[src/rtl/usr_seq.sv]
// Command sequencer driving a universal shift register: hold / load / shift-by-count commands.
// Latency: first register action in the cycle after acceptance; done pulses one cycle after the last action.
// Backpressure: cmd_ready low while a load or shift is in progress; a new command may be taken in the done cycle.
//
// Ports:
//   clk, clr           clock (rising edge), synchronous active-low reset
//   cmd_valid/ready    command handshake; cmd_op, cmd_cnt, cmd_data, cmd_fill form the command
//   select, par_in     downstream register mode and parallel load value
//   rin, lin           downstream serial inputs (rin on shift-left, lin on shift-right)
//   busy, done         command in progress / one-cycle completion pulse
module usr_seq #(
    parameter int WIDTH = 3,
    parameter int CNT_W = 3
) (
    input  logic             clk,
    input  logic             clr,
    input  logic             cmd_valid,
    output logic             cmd_ready,
    input  logic [1:0]       cmd_op,
    input  logic [CNT_W-1:0] cmd_cnt,
    input  logic [WIDTH-1:0] cmd_data,
    input  logic             cmd_fill,
    output logic [1:0]       select,
    output logic [WIDTH-1:0] par_in,
    output logic             rin,
    output logic             lin,
    output logic             busy,
    output logic             done
);

    typedef enum logic [1:0] {
        ST_IDLE,
        ST_LOAD,
        ST_SHIFT,
        ST_DONE
    } state_t;

    localparam logic [1:0] OP_HOLD = 2'd0;
    localparam logic [1:0] OP_SHL  = 2'd1;
    localparam logic [1:0] OP_LOAD = 2'd3;

    state_t           state, state_nxt;
    logic [1:0]       op_q, op_nxt, src_op;
    logic             fill_q, fill_nxt, src_fill;
    logic [WIDTH-1:0] shadow_q, shadow_nxt, src_data;
    logic [CNT_W-1:0] cnt_q, cnt_nxt;
    logic             accept;
    logic             shift_bit;

    logic [1:0]       select_nxt;
    logic [WIDTH-1:0] par_in_nxt;
    logic             rin_nxt, lin_nxt, busy_nxt, done_nxt, ready_nxt;

    // cmd_ready is only high in IDLE/DONE (and never in the cycle right after reset).
    assign accept = cmd_valid && cmd_ready;

    // On acceptance the fresh command feeds the output computation directly, so the
    // first action lands in the very next cycle; otherwise the captured copy is used.
    assign src_op   = accept ? cmd_op   : op_q;
    assign src_fill = accept ? cmd_fill : fill_q;
    assign src_data = accept ? cmd_data : shadow_q;

    function automatic state_t decode(input logic [1:0] op, input logic [CNT_W-1:0] cnt);
        if (op == OP_LOAD)
            return ST_LOAD;
        else if (op != OP_HOLD && cnt != '0)
            return ST_SHIFT;
        else
            return ST_DONE;
    endfunction

    // Next-state logic.
    always_comb begin
        state_nxt = state;
        case (state)
            ST_IDLE:  state_nxt = accept ? decode(cmd_op, cmd_cnt) : ST_IDLE;
            ST_LOAD:  state_nxt = ST_DONE;
            // cnt_q holds the number of shift cycles left including the current one.
            ST_SHIFT: state_nxt = (cnt_q == CNT_W'(1)) ? ST_DONE : ST_SHIFT;
            ST_DONE:  state_nxt = accept ? decode(cmd_op, cmd_cnt) : ST_IDLE;
            default:  state_nxt = ST_IDLE;
        endcase
    end

    // Outputs are registered: compute what the next state must present.
    always_comb begin
        select_nxt = 2'd0;
        par_in_nxt = par_in;
        rin_nxt    = 1'b0;
        lin_nxt    = 1'b0;
        busy_nxt   = 1'b0;
        done_nxt   = 1'b0;
        ready_nxt  = 1'b0;
        op_nxt     = src_op;
        fill_nxt   = src_fill;
        shadow_nxt = src_data;
        cnt_nxt    = accept ? cmd_cnt : cnt_q;
        shift_bit  = src_data[0];
        case (state_nxt)
            ST_IDLE: ready_nxt = 1'b1;
            ST_LOAD: begin
                select_nxt = 2'd3;
                par_in_nxt = src_data;
                busy_nxt   = 1'b1;
            end
            ST_SHIFT: begin
                select_nxt = (src_op == OP_SHL) ? 2'd1 : 2'd2;
                busy_nxt   = 1'b1;
                if (src_op == OP_SHL)
                    rin_nxt = shift_bit;
                else
                    lin_nxt = shift_bit;
                // Shadow always exposes the next serial bit at bit 0; once the
                // data bits run out the fill bit has propagated down.
                shadow_nxt            = src_data >> 1;
                shadow_nxt[WIDTH-1]   = src_fill;
                if (!accept)
                    cnt_nxt = cnt_q - CNT_W'(1);
            end
            ST_DONE: begin
                done_nxt  = 1'b1;
                ready_nxt = 1'b1;
            end
            default: ;
        endcase
    end

    always_ff @(posedge clk) begin
        if (!clr) begin
            state     <= ST_IDLE;
            op_q      <= '0;
            fill_q    <= 1'b0;
            shadow_q  <= '0;
            cnt_q     <= '0;
            select    <= 2'd0;
            par_in    <= '0;
            rin       <= 1'b0;
            lin       <= 1'b0;
            busy      <= 1'b0;
            done      <= 1'b0;
            cmd_ready <= 1'b0;
        end else begin
            state     <= state_nxt;
            op_q      <= op_nxt;
            fill_q    <= fill_nxt;
            shadow_q  <= shadow_nxt;
            cnt_q     <= cnt_nxt;
            select    <= select_nxt;
            par_in    <= par_in_nxt;
            rin       <= rin_nxt;
            lin       <= lin_nxt;
            busy      <= busy_nxt;
            done      <= done_nxt;
            cmd_ready <= ready_nxt;
        end
    end

endmodule

[config.mk]
export PLATFORM = sky130hd
export DESIGN_NAME = usr_seq
export DESIGN_NICKNAME = d
export VERILOG_FILES = /design/src/rtl/usr_seq.sv
export SDC_FILE = /design/constraint.sdc
export NUM_CORES = 1
export LEC_CHECK = 0
export ABC_CLOCK_PERIOD_IN_PS = 1600
export BUFFER_PORTS_ARGS = -buffer_cell sky130_fd_sc_hd__buf_2
export CAP_MARGIN = 20
export CORE_UTILIZATION = 46
export CTS_CLUSTER_SIZE = 12
export DETAILED_ROUTE_END_ITERATION = 8
export GPL_ROUTABILITY_DRIVEN = 0
export PLACE_DENSITY = 0.73
export RECOVER_POWER = 100
export SETUP_SLACK_MARGIN = 0.15
export SLEW_MARGIN = 20
export SYNTH_ARGS = -nofsm -noshare
export SYNTH_HDL_FRONTEND = slang
export SYNTH_SLANG_ARGS = --single-unit
export TNS_END_PERCENT = 20
[constraint.sdc]
create_clock -name clk -period 1.6 [get_ports clk]
set_input_delay 0.08 -clock clk [delete_from_list [all_inputs] [get_ports clk]]
set_output_delay 0.08 -clock clk [all_outputs]
set_load 0.03 [all_outputs]
==> summary.md <==
| Metric | Value |
|---|---|
| Status | `finished, violations left` |
| Failing checks | `negative setup slack` |
| Cell taking the most area after synthesis | `dfxtp_1` |
| Top-count cell post-synth | `dfxtp_1` |
| Crit-path cells | `inv_2 > ha_4 > a311o_1 > ha_4 > xnor2_2 > nand2_1 > o211a_1` |
| CTS clk-pin slew, worst paths | `about 120 ps` |
| Syn_area_per_cell | `9.321 µm²` |
| Layout cells sized above 1 | `between 30% and 40%` |
| Ys async rst share | `0%` |
| GRT Max-Usage Layer | `met2` |
| Cells on worst reg2reg path | `7` |
| Wire length per cell | `between 10 and 15 µm` |
| Fin Setup TNS | `-178.7 ps` |
| Worst setup SP type | `register` |
| Total Routing Usage GR | `19.87%` |
| Leakage power | `0.5122 nW` |
| PD cells | `1855 nW/µm²` |
| Max Root-Sink Buffers | `2` |
| Max incr delay on CP | `around 400 ps` |
| CP delay by family, top | `compound AO/OA/AOI/OAI gates` |
| Post-synth net total | `120` |
| Post-route DRC violation count | `0` |
| # setup viols final | `6` |
| Slowest stage cell, crit path | `a311o_1` |
| Worst hold path type | `primary input to register` |
| Die area | `2210 µm²` |
| Initial antenna violation count | `0` |
| Final WS setup | `-46.93 ps` |
| Most frequent cells after synthesis | `dfxtp_1 (21), nand2_1 (16), ha_1 (8)` |
| Critical path depth in cells | `7` |
| Port bufs | `21` |
| Yosys warning total | `0` |
| Cell area after layout | `roughly 1200 µm²` |
| Ports | `22` |
| Die height | `47.02 µm` |
| DP Cell Count | `148` |
| Post-synth EDFFs | `0` |
| Largest net degree at the start of global routing | `19` |
| DR iter-0 viols | `6` |
| Pre-antenna DRT Iters | `4` |
| Arr. time, crit path | `1870 ps` |
| Max Slew Vio Count | `0` |
| Worst Setup End Kind | `register` |
| Most used DFF post-synth | `dfxtp_1` |
| RSZ-0062 raised after global routing | `yes` |
| Critical path required time | `1820 ps` |
| Detail Placement HPWL | `1.293 mm` |
| Post-synthesis sequential area ratio | `45.10%` |
| Grt ovf | `0` |
| FP Rows | `15` |
| Met3 Usage GRT | `approximately 3.5%` |
| DR vias | `about 750` |
| CTS H-tree lvls | `1` |
| Vias in the first global route | `717` |
| Max IR drop VDD | `0.001388 V` |
| Drt via density | `4.908` |
| Headroom to the max-slew limit | `between 60% and 70%` |
| Post-synthesis cell count | `100` |
| Final hold vios | `0` |
| Clk Latency, worst-skew pair | `310 ps` |
| # Max-Cap Violations | `0` |
| Setup Skew | `between 8 and 9 ps` |
| GR Layer Usage met1 | `between 20 and 25%` |
| TritonCTS clock tree | `built` |
| Antenna diode count | `0` |
| Shortest period the worst path allows | `1647 ps` |
| Cell mode on critical path | `ha_4` |
| Synthesized flop and latch total | `21` |
| Buffers and inverters on the worst path | `1` |
| WS Path Type | `register to register` |
| Final wirelength | `1.891 mm` |
| Transition time of the tightest slew-check pin | `476.6 ps` |
| Final ANT Viol Nets | `0` |
| Fin nets | `149` |
| Cell Area, Synth | `932.1 µm²` |
| Clk sink count | `21` |
| Fin crit share | `102.9%` |
| Clock root buffer | `clkbuf_4` |
| Non-Filler Instances | `153` |
| Core box area | `1821 µm²` |
| First-pass GRT wire length | `roughly 3.0 mm` |
| Global-route met2 utilization | `34.17%` |
| Distinct cells, synth | `25` |
| Hold_buf cts | `0` |
| Area growth from synthesis to layout | `31.54%` |
| Initial core utilization | `between 50 and 60%` |
| Synth area leaders | `dfxtp_1 (45%), ha_1 (11%), nand2_1 (6.4%), mux2i_1 (4.3%), and2_1 (3.4%)` |
| Max Freq | `around 610 MHz` |
| TritonCTS Buffers | `3` |
| Dpl cell area | `1105 µm²` |
| Crit path max fanout | `7` |
| Top-area cell type share of the netlist area | `45.10%` |
| Hold Crit Depth | `2` |
| Die X-Extent | `47.02 µm` |
[through the flow]
stage                     hold slack [ps]  power [mW]  utilization [%]  setup WS (ps)
after CTS                           16.43       2.214            66.74         -67.90
after global routing                21.74       2.427            67.35         -132.5
after detailed placement            344.2       1.742            60.69         -141.8
after global placement              339.1       1.715            60.69         -89.30
final                               21.23       2.274            67.35         -46.93
after floorplan                     214.9       1.503                -         -104.2
[cell type report]
| cell class | count | area [µm²] |
|---|---|---|
| Tap cell | 25 | 31.28 |
| Inverter | 6 | 22.52 |
| Clock inverter | 1 | 5.005 |
| Timing Repair Buffer | 28 | 146.4 |
| Sequential cell | 21 | 425.4 |
| Clock buffer | 3 | 22.52 |
| Fill cell | 154 | 594.3 |
| Multi-Input combinational cell | 69 | 573.1 |
[routing by layer]
| layer | part of all wire (%) | vias to the layer above |
|---|---|---|
| met2 | 48 | 19 |
| li1 | - | 393 |
| met3 | 5.1 | 6 |
| met5 | 0 | - |
| met1 | 44 | 333 |
| met4 | 2.6 | 0 |
[layout by cell type, fill, tap and decap left out, drive strengths merged, types with 2 or more instances in the layout]
cell,netlist,routed
nand2,16,16
a21boi,4,4
buf,2,19
nand2b,3,3
nor2b,2,2
inv,6,6
and2,5,5
o211ai,2,2
a21oi,4,4
dfxtp,21,21
clkbuf,2,12
o21ai,7,7
nor3,3,3
o22ai,3,3
mux2i,4,4
ha,8,8
xnor2,3,3
[registers in the layout, summed over array words and instances, names as in the netlist, 2 cells and up, named ones only]
| name | flops |
|---|---|
| par_in | 3 |
| state | 2 |
| op_q | 2 |
| shadow_q | 3 |
| select | 2 |
| cnt_q | 2 |
[report_power, final]
part | internal, mW | switching (mW)
Sequential | 0.679 | 0.0686
Combinational | 0.583 | 0.684
Clock | 0.0933 | 0.166
[worst reg2reg max path: cells and delay by family (launching register included)]
kind            cells  cell delay (ps)
buf+inv             1               50
fa+ha+maj           2              440
flops               1              360
simple gates        1               60
compound gates      2              540
xor+xnor            1              110
[cells by family after synthesis]
family	synth area share, %
AND/OR/NAND/NOR	15.70
adder cells (fa/ha/maj)	10.74
XOR/XNOR	2.819
AO/OA/AOI/OAI	16.38
multiplexers	4.295
flip-flops	45.10
buffers and inverters	4.966
[repair_timing]
item | CTS | global route
pin swaps | 7 | 4
resized for setup | 14 | 7
setup endpoints to repair | 16 | 16
buffers inserted | 1 | 0
[final timing paths]
kind	startpoint	to	slack, ps
max	state[0]	register	-50
min reg2reg	op_q[1]	op_q[1]	470
max reg2reg	state[0]	register	-50
min	cmd_cnt[0]	register	20
Power figures use the tool's default switching activity.
